===== src/rtl/gather_packet_arbiter.sv =====
// Round-robin packet-boundary arbiter in front of a shared gather buffer.
// Forwards one packet at a time, truncates long packets, drops orphan beats.
module gather_packet_arbiter #(
    parameter int NUM_PORTS = 4,
    parameter int MAX_LEN   = 256,
    parameter int MIN_GAP   = 2
) (
    input  logic                   clk,
    input  logic                   rst,
    input  logic [8*NUM_PORTS-1:0] in_data,
    input  logic [NUM_PORTS-1:0]   in_valid,
    input  logic [NUM_PORTS-1:0]   in_sop,
    input  logic [NUM_PORTS-1:0]   in_eop,
    output logic [NUM_PORTS-1:0]   in_ready,
    output logic [7:0]             out_data,
    output logic                   out_valid,
    output logic                   out_sop,
    output logic                   out_eop,
    input  logic                   out_ready,
    output logic [NUM_PORTS-1:0]   grant,
    output logic [15:0]            drop_count
);
    localparam int IW = $clog2(NUM_PORTS);
    localparam int CW = $clog2(MAX_LEN + 1);
    localparam int GW = (MIN_GAP > 1) ? $clog2(MIN_GAP) : 1;

    localparam logic [1:0] S_IDLE = 2'd0;
    localparam logic [1:0] S_PASS = 2'd1;
    localparam logic [1:0] S_DISC = 2'd2;
    localparam logic [1:0] S_GAP  = 2'd3;
    // With no gap required the packet end returns straight to arbitration.
    localparam logic [1:0] S_END  = (MIN_GAP == 0) ? S_IDLE : S_GAP;

    logic [1:0]           state_q, state_d;
    logic [IW-1:0]        rr_q, rr_d;
    logic [IW-1:0]        gidx_q, gidx_d;
    logic [NUM_PORTS-1:0] grant_q, grant_d;
    logic [CW-1:0]        cnt_q, cnt_d;
    logic [GW-1:0]        gap_q, gap_d;
    logic [7:0]           od_q, od_d;
    logic                 ov_q, ov_d;
    logic                 osop_q, osop_d;
    logic                 oeop_q, oeop_d;
    logic [15:0]          drop_q;

    logic [NUM_PORTS-1:0] req;
    logic [NUM_PORTS-1:0] drop_v;
    logic                 found;
    logic [IW-1:0]        sel;
    logic [IW:0]          cand;
    logic [3:0]           pop;
    logic [16:0]          drop_sum;
    logic [7:0]           g_data;
    logic                 g_sop;
    logic                 g_eop;
    logic                 g_acc;

    assign req    = in_valid & in_sop;
    assign g_data = in_data[8*gidx_q +: 8];
    assign g_sop  = in_sop[gidx_q];
    assign g_eop  = in_eop[gidx_q];
    assign g_acc  = (state_q == S_PASS) && in_valid[gidx_q]
                    && in_ready[gidx_q];

    // Pick the first requesting port after the round-robin pointer.
    always_comb begin
        found = 1'b0;
        sel   = '0;
        cand  = '0;
        for (int k = 1; k <= NUM_PORTS; k++) begin
            cand = {1'b0, rr_q} + (IW+1)'(k);
            if (cand >= (IW+1)'(NUM_PORTS))
                cand = cand - (IW+1)'(NUM_PORTS);
            if (!found && req[cand[IW-1:0]]) begin
                found = 1'b1;
                sel   = cand[IW-1:0];
            end
        end
    end

    // Per-port accept and drop decisions.
    always_comb begin
        in_ready = '0;
        drop_v   = '0;
        for (int i = 0; i < NUM_PORTS; i++) begin
            if (state_q != S_DISC && !grant_q[i]
                && in_valid[i] && !in_sop[i]) begin
                in_ready[i] = 1'b1;
                drop_v[i]   = 1'b1;
            end
        end
        if (state_q == S_PASS)
            in_ready[gidx_q] = !ov_q || out_ready;
        if (state_q == S_DISC) begin
            in_ready[gidx_q] = 1'b1;
            drop_v[gidx_q]   = in_valid[gidx_q];
        end
    end

    // Number of beats dropped this cycle, and the saturating total.
    always_comb begin
        pop = '0;
        for (int i = 0; i < NUM_PORTS; i++)
            pop = pop + {3'b000, drop_v[i]};
    end

    assign drop_sum = {1'b0, drop_q} + {13'b0, pop};

    // Packet FSM, round-robin pointer and output beat register.
    always_comb begin
        state_d = state_q;
        rr_d    = rr_q;
        gidx_d  = gidx_q;
        grant_d = grant_q;
        cnt_d   = cnt_q;
        gap_d   = gap_q;
        od_d    = od_q;
        ov_d    = ov_q;
        osop_d  = osop_q;
        oeop_d  = oeop_q;
        if (out_ready) begin
            ov_d   = 1'b0;
            osop_d = 1'b0;
            oeop_d = 1'b0;
        end
        case (state_q)
            S_IDLE: begin
                if (found) begin
                    gidx_d  = sel;
                    grant_d = NUM_PORTS'(1) << sel;
                    cnt_d   = '0;
                    state_d = S_PASS;
                end
            end
            S_PASS: begin
                if (g_acc) begin
                    od_d   = g_data;
                    ov_d   = 1'b1;
                    osop_d = g_sop;
                    oeop_d = g_eop;
                    cnt_d  = cnt_q + CW'(1);
                    if (g_eop) begin
                        rr_d    = gidx_q;
                        grant_d = '0;
                        gap_d   = '0;
                        state_d = S_END;
                    end else if (cnt_q == CW'(MAX_LEN-1)) begin
                        oeop_d  = 1'b1;
                        state_d = S_DISC;
                    end
                end
            end
            S_DISC: begin
                if (in_valid[gidx_q] && in_eop[gidx_q]) begin
                    rr_d    = gidx_q;
                    grant_d = '0;
                    gap_d   = '0;
                    state_d = S_END;
                end
            end
            S_GAP: begin
                if (gap_q == GW'(MIN_GAP-1))
                    state_d = S_IDLE;
                else
                    gap_d = gap_q + GW'(1);
            end
            default: state_d = S_IDLE;
        endcase
    end

    // State registers with synchronous reset.
    always_ff @(posedge clk) begin
        if (rst) begin
            state_q <= S_IDLE;
            rr_q    <= IW'(NUM_PORTS-1);
            gidx_q  <= '0;
            grant_q <= '0;
            cnt_q   <= '0;
            gap_q   <= '0;
            od_q    <= '0;
            ov_q    <= 1'b0;
            osop_q  <= 1'b0;
            oeop_q  <= 1'b0;
            drop_q  <= '0;
        end else begin
            state_q <= state_d;
            rr_q    <= rr_d;
            gidx_q  <= gidx_d;
            grant_q <= grant_d;
            cnt_q   <= cnt_d;
            gap_q   <= gap_d;
            od_q    <= od_d;
            ov_q    <= ov_d;
            osop_q  <= osop_d;
            oeop_q  <= oeop_d;
            drop_q  <= drop_sum[16] ? 16'hFFFF : drop_sum[15:0];
        end
    end

    assign out_data   = od_q;
    assign out_valid  = ov_q;
    assign out_sop    = osop_q;
    assign out_eop    = oeop_q;
    assign grant      = grant_q;
    assign drop_count = drop_q;

endmodule


===== config.mk =====
export PLATFORM = sky130hd
export DESIGN_NAME = gather_packet_arbiter
export DESIGN_NICKNAME = d
export VERILOG_FILES = /design/src/rtl/gather_packet_arbiter.sv
export SDC_FILE = /design/constraint.sdc
export NUM_CORES = 1
export LEC_CHECK = 0
export BUFFER_PORTS_ARGS = -buffer_cell sky130_fd_sc_hd__buf_2
export CAP_MARGIN = 20
export CORE_ASPECT_RATIO = 1.75
export CORE_UTILIZATION = 30
export CTS_CLUSTER_DIAMETER = 150
export CTS_CLUSTER_SIZE = 24
export DETAILED_ROUTE_END_ITERATION = 8
export GPL_ROUTABILITY_DRIVEN = 0
export MAX_ROUTING_LAYER = met4
export SETUP_SLACK_MARGIN = 0.2
export SYNTH_ARGS = -nofsm -noshare
export SYNTH_HDL_FRONTEND = slang
export SYNTH_SLANG_ARGS = --single-unit

===== constraint.sdc =====
create_clock -name clk -period 5.9 [get_ports clk]
set_clock_uncertainty 0.05 [all_clocks]
set_input_delay 1.18 -clock clk [delete_from_list [all_inputs] [get_ports clk]]
set_output_delay 1.18 -clock clk [all_outputs]
set_load 0.05 [all_outputs]

==> impl_results.md, run 1 <==
- Clk slew on worst S/H paths: 0.06 ns
- WP data required: 6.06 ns
- Vias/cell: 5.08
- Detail Route Antenna Nets: 0
- Root Driver: clkbuf_16
- Cell Area, Synth: 2860 µm²
- Sink Count: 47
- LEAKAGE: 1.44 nW
- Number of post-CTS setup repair buffers: 0
- Final hold viol count: 0
- Largest net degree at the start of global routing: 48
- PD cells: 372 nW/µm²
- CTS buffer count: 5
- Max-Cap Viols: 0
- Register area share after synthesis: 0.330
- Async SR Flop Fraction: 0
- Final WL: 7.78 mm
- IO Count: 82
- Setup slack after layout: 1.44 ns
- Initial drt markers: 124
- Fmax: 224 MHz
- Status: finished, final reports clean
- Pre-CTS setup slack: 1.12 ns
- Critical Path Fanout Max: 13
- CTS tree: yes
- Std-Cell Rows: 46
- CP Launch Type: primary input
- WS Path Type: primary input to flip-flop
- Worst Hold Class: flip-flop to flip-flop
- Wire per inst: 15.1 µm
- Hold Buf Count CTS: 0
- Die Span X: 75.7 µm
- Post-Place Cells: 509
- PortBufs: 81
- H-tree lvl count: 2
- Fillers: 938
- Initial Utilization: 0.312
- Post-DP HPWL: 6.13 mm
- DRT Pass-1 Iters: 4
- Clock tree buffer depth: 2
- Post-synth EDFFs: 0
- Antenna violations before repair: 0
- Average size of a mapped cell: 8.92 µm²
- Synth cell types: 57
- Syn Inst Count: 320
- Reg2Reg Launch Point: state_q[0]
- Via count: 2621
- Main flop type after synthesis: dfxtp_1
- Net Count, Synth: 378
- Slew @ Worst Pin: 0.847 ns
- ANT cells: 0
- Final worst path period need: 4.46 ns
- Fin crit share: 0.756
- GRT Util Overall: 0.167
- Ratio of cells with drive above 1 in the final layout: 0.263
- DIE HEIGHT: 131 µm
- First-pass GRT wire length: 12.2 mm
- Final setup violation count: 0
- Setup crit end kind: flip-flop
- Worst Setup SP: in_valid[3]
- Core Region: 9150 µm²
- Synthesis-stage register bit count: 47
- Worst skew pair latency: 0.29 ns
- Synth Warn #: 0
- # DRC: 0
- CP Data Arrival Time: 4.62 ns
- VDD IR max: 0.140 mV
- Synthesis-to-layout area growth: 23.0%
- Worst slew margin: 0.435
- Die area: 9930 µm²
- HP Start: out_data[5]
- Final non-filler cell total: 516
- Slew Limit Fails: 0
- RSZ-0062 raised after global routing: false
- Overflow after GRT: 0
- Setup TNS: 0 ns
- Post-CTS sizing: 0
- Number of global-route vias before repair: 2612
- Nets: 454
[cell usage in the layout, fill, tap and decap left out, drive strengths merged, types with 2 or more instances in the layout]
master,n
a211oi,2
a21oi,40
a22oi,2
and2,4
and3,5
buf,84
clkbuf,6
dfxtp,47
fa,3
ha,8
inv,18
mux2,3
mux2i,9
mux4,11
nand2,37
nand2b,7
nand3,10
nand4,2
nor2,23
nor2b,6
nor3,5
nor4b,5
o2111ai,2
o21a,2
o21ai,9
o31ai,6
or3,6
or4,4
xnor2,6
xor2,4
[logic make-up (layout without fill, tap and decap cells)]
group                      Yosys count  in the layout  share of synthesized area
and+or+nand+nor                    122            122                      0.228
AOI/OAI and AO/OA                   74             74                      0.164
DFF                                 47             47                      0.330
buffers and inverters               33            109                     0.0517
muxes                               23             23                      0.139
adders and majority gates           11             11                     0.0561
xor gates and xnor gates            10             10                     0.0307
[layer usage]
layer,vias up,GRT usage,share of wire
met1,1248,0.166,0.38
met3,19,0.0275,0.029
met5,-,-,0
met2,54,0.300,0.56
met4,0,0.0882,0.038
li1,1300,-,-
[synthesized netlist by cell type (2+ instances only)]
| cell | n | area share |
|---|---|---|
| dfxtp_1 | 47 | 0.33 |
| a21oi_1 | 40 | 0.070 |
| nand2_1 | 36 | 0.047 |
| nor2_1 | 23 | 0.030 |
| inv_1 | 17 | 0.022 |
| clkbuf_1 | 11 | 0.014 |
| nand3_1 | 10 | 0.018 |
| mux2i_1 | 9 | 0.032 |
| o21ai_0 | 9 | 0.016 |
| ha_1 | 8 | 0.035 |
| nand2b_1 | 7 | 0.015 |
| mux4_1 | 6 | 0.055 |
| nor2b_1 | 6 | 0.013 |
| o31ai_1 | 6 | 0.016 |
| or3_1 | 6 | 0.013 |
| xnor2_1 | 6 | 0.018 |
| and3_1 | 5 | 0.011 |
| mux4_2 | 5 | 0.039 |
| nor3_1 | 5 | 0.0088 |
| nor4b_1 | 4 | 0.012 |
| or4_1 | 4 | 0.011 |
| xor2_1 | 4 | 0.012 |
| and2_1 | 3 | 0.0066 |
| buf_6 | 3 | 0.012 |
| fa_1 | 3 | 0.021 |
| a211oi_1 | 2 | 0.0053 |
| a22oi_1 | 2 | 0.0053 |
| mux2_1 | 2 | 0.0079 |
| nand4_1 | 2 | 0.0044 |
| o2111ai_1 | 2 | 0.0061 |
[flip-flops by register name, summed over array words and instances (netlist names)]
signal      count
grant           4
drop_count     16
out_eop         1
state_q         2
cnt_q           9
out_sop         1
gidx_q          2
out_data        8
rr_q            2
gap_q           1
out_valid       1
[per-stage QoR]
stage	power, mW	utilization	instance area [µm²]	hold slack (ns)
global placement	0.994	0.366	3350	0.392
floorplan	0.860	-	2860	0.395
finish	1.31	0.384	3510	0.402
detailed placement	0.998	0.366	3350	0.398
global route	1.38	0.384	3510	0.435
CTS	1.32	0.384	3510	0.407
[worst paths after layout]
path	to	depth (start not counted)	slack [ns]
hold reg to reg	out_data[5]	2	0.40
hold / removal	out_data[5]	2	0.40
setup reg to reg	drop_count[13]	11	1.69
setup / recovery	drop_count[13]	11	1.44
[power by group]
| part | total (mW) | internal, mW | switching [mW] |
|---|---|---|---|
| Sequential | 0.390 | 0.355 | 0.0349 |
| Clock | 0.318 | 0.198 | 0.120 |
| Combinational | 0.598 | 0.214 | 0.384 |
[cell type report]
| cell class | instances | area (µm²) | area share |
|---|---|---|---|
| inverters | 18 | 67.6 | 0.0192 |
| flip-flops and latches | 47 | 941 | 0.268 |
| clock buffers | 6 | 129 | 0.0367 |
| multi-input cells | 240 | 1770 | 0.503 |
| well taps | 120 | 150 | 0.0428 |
| repair buffers | 84 | 428 | 0.122 |
| clock inverters | 1 | 30.0 | 0.00855 |
[worst max-delay path: stages]
cell and delay [ns]:
buf_2 0.13, mux4_2 0.54, and2_1 0.22, a21oi_1 0.22
fa_1 0.48, fa_1 0.45, inv_1 0.08, fa_1 0.25
nand4_1 0.27, or3_1 0.60, a21oi_1 0.20
No activity file was read; power rests on OpenSTA's default activity.
==> inputs of run 2 (changes only) <==
--- a/config.mk
+++ b/config.mk
@@ -5,6 +5,7 @@
 export SDC_FILE = /design/constraint.sdc
 export NUM_CORES = 1
 export LEC_CHECK = 0
+export ABC_AREA = 1
 export BUFFER_PORTS_ARGS = -buffer_cell sky130_fd_sc_hd__buf_2
 export CAP_MARGIN = 20
 export CORE_ASPECT_RATIO = 1.75
==> constraint.sdc (replaced) <==
create_clock -name clk -period 3.6 [get_ports clk]
set_clock_uncertainty 0.05 [all_clocks]
set_input_delay 0.72 -clock clk [delete_from_list [all_inputs] [get_ports clk]]
set_output_delay 0.72 -clock clk [all_outputs]
set_load 0.05 [all_outputs]
==> run 2 against run 1 <==
  * The flow now finishes with violations (negative setup slack)
  * Critical path depth up 11
  * Cell count up 40%
  * Register-to-register slack worse by 1.7 ns
  * Count of clock-buffer cells in the layout down 1
  * Core utilization up 3.7 points
  * Combinational power rose to 3.5 times the previous value
  * Via count up 38%
  * Synthesized area up 13%
  * Total power rose to 2.6 times the previous value
  * Setup slack worse by 1.5 ns
  * Die area up 13%
  * Synthesized cell count up 48%
==> impl_results.md, run 2 <==
- Status: finished with violations
- Violated checks: negative setup slack
- Most numerous cell in the Yosys netlist: nand2_1
- Sink Count: 47
- Crit-path slowest cell: fa_2
- DIE HEIGHT: 139 µm
- Net Count, Synth: 533
- VDD IR max: 0.379 mV
- Max-Cap Viols: 0
- Final WL: 10.2 mm
- Overflow after GRT: 0
- H-tree lvl count: 2
- Internal power: 1.65 mW
- Cell Area, Synth: 3230 µm²
- Critical Path Fanout Max: 7
- CTS tree: yes
- ANT cells: 0
- NetSw: 1.68 mW
- Vias/cell: 5.03
- Post-synth EDFFs: 0
- Synth area leader: dfxtp_1
- Nets: 650
- CP dominant cell by count: buf_4
- First-pass GRT wire length: 16.8 mm
- Std-Cell Rows: 49
- GRT Util Overall: 0.195
- Fmax: 274 MHz
- WP data required: 3.77 ns
- Sw Ratio: 0.504
- Initial drt markers: 210
- Slew @ Worst Pin: 0.822 ns
- Most frequent cells in the layout: nand2_1 (95), buf_2 (77), nand3_1 (47)
- Commonest non-fill, non-tap cell in the layout: nand2_1
- Pre-CTS setup slack: -0.306 ns
- PortBufs: 81
- CP Data Arrival Time: 3.82 ns
- Initial Utilization: 0.312
- Largest net degree at the start of global routing: 26
- Largest register FFs: 16
- Synth top area share: 0.291
- Via count: 3623
- Crit path buf inv count: 10
- Total Power: 3.33 mW
- Die Span X: 80.4 µm
- Synthesis-to-layout area growth: 34.9%
- Final setup violation count: 11
- Top cells by area, synth: dfxtp_1 (29%), nand2_1 (12%), nand3_1 (7.9%)
- Worst slew margin: 0.448
- Core Region: 10400 µm²
- CP top delay family: buffers and inverters
- Synth cell types: 42
- Clk slew on worst S/H paths: 0.07 ns
- Average size of a mapped cell: 6.80 µm²
- Ratio of cells with drive above 1 in the final layout: 0.342
- Syn Inst Count: 475
- Number of global-route vias before repair: 3633
- WS Path Type: primary input to flip-flop
- Register area share after synthesis: 0.291
- Worst hold margin: 0.429 ns
- Final worst path period need: 3.65 ns
- Clock tree buffer depth: 2
- Root Driver: clkbuf_16
- PD cells: 765 nW/µm²
- Largest stage delay on the critical path: 0.38 ns
- Synthesis-stage register bit count: 47
- Post-synth top cells: nand2_1 (99), nand3_1 (51), dfxtp_1 (47)
- Crit-path cells: buf_8, nand3_2, buf_4, buf_4, buf_4, buf_4, buf_4, buf_4, o21ai_1, inv_1, fa_2, inv_2, fa_2, nand2_2, nor2_4, nand3_2, nor3_4, nand2_2, nor3_4, buf_4, nand2_4, a21oi_1
- Wire per inst: 14.2 µm
- Clock network power share: 0.161
- Synth Warn #: 0
- Worst Hold Class: flip-flop to flip-flop
- Final hold viol count: 0
- Slew Limit Fails: 0
- Setup slack after layout: -0.0479 ns
- Logic pwr share: 0.621
- Antenna violations before repair: 0
- CTS buffer count: 5
- Main flop type after synthesis: dfxtp_1
- Fin crit share: 1.01
- CP Launch Type: primary input
- RSZ-0062 raised after global routing: true
- Setup crit end kind: flip-flop
- DRT Pass-1 Iters: 5
- IO Count: 82
- Die area: 11200 µm²
- Async SR Flop Fraction: 0
- Detail Route Antenna Nets: 0
- Reg power frac: 0.218
- LEAKAGE: 2.17 nW
- # DRC: 0
- Post-DP HPWL: 7.70 mm
- Worst skew pair latency: 0.29 ns
[run 2: metal layers]
metal / wire [µm] / global-route usage / vias up
met5: 0 / - / -
met4: 336 / 0.0987 / 0
met3: 422 / 0.0328 / 27
met2: 5540 / 0.347 / 105
met1: 3950 / 0.199 / 1687
li1: - / - / 1804
[run 2: final timing paths]
| check | start | to | slack (ns) | cells after the start |
|---|---|---|---|---|
| max | in_valid[1] | drop_count[8] | -0.05 | 22 |
| min | cnt_q[5] | cnt_q[5] | 0.43 | 2 |
| max reg2reg | gidx_q[1] | drop_count[8] | 0 | 20 |
| min reg2reg | cnt_q[5] | cnt_q[5] | 0.43 | 2 |
[run 2: cells by family after synthesis]
kind of cell	synth area share
buf+inv	0.105
fa+ha+maj	0.0496
xor+xnor	0.0325
simple gates	0.337
flops	0.291
compound gates	0.184
[run 2: final cells by class]
cell class                      count  area (µm²)
Fill cell                        1060        6000
Multi-Input combinational cell    352        2070
Sequential cell                    47         948
Timing Repair Buffer              127         787
Inverter                           59         221
Tap cell                          127         159
Clock buffer                        5         125
Clock inverter                      3        46.3
[run 2: worst reg2reg max path, cell delays in order (launching register included)]
cell,delay (ns)
dfxtp_4,0.37
buf_6,0.13
nand3_4,0.08
nand2_4,0.05
nor2_4,0.13
inv_2,0.05
a32o_2,0.27
inv_2,0.06
fa_1,0.43
fa_2,0.35
inv_2,0.08
fa_2,0.22
nand2_2,0.07
nor2_4,0.12
nand3_2,0.11
nor3_4,0.22
nand2_2,0.10
nor3_4,0.24
buf_4,0.17
nand2_4,0.08
a21oi_1,0.16
[run 2: stage by stage]
stage               utilization  setup TNS (ns)  instances  cell area (µm²)
floorplan                     -          -0.254        475             3260
global placement          0.378           -2.24        693             3910
detailed placement        0.378           -3.75        693             3910
CTS                       0.406               0        712             4210
global route              0.420           -3.01        720             4360
finish                    0.420          -0.404        720             4360
[run 2: power by group through the flow]
stage               sequential (mW)  combinational (mW)  clock, mW
finish                        0.725                2.07      0.537
global placement              0.727                1.92          0
global route                  0.738                2.30      0.570
detailed placement            0.729                1.95          0
CTS                           0.720                1.99      0.555
floorplan                     0.865                1.34          0
[run 2: repair_timing]
| item | 4_1_cts | 5_1_grt |
|---|---|---|
| pin swaps | 1 | 14 |
| setup endpoints to repair | 16 | 16 |
| buffers inserted | 10 | 8 |
| hold buffers | 0 | 0 |
| gates cloned | 1 | 0 |
| resized for setup | 12 | 26 |
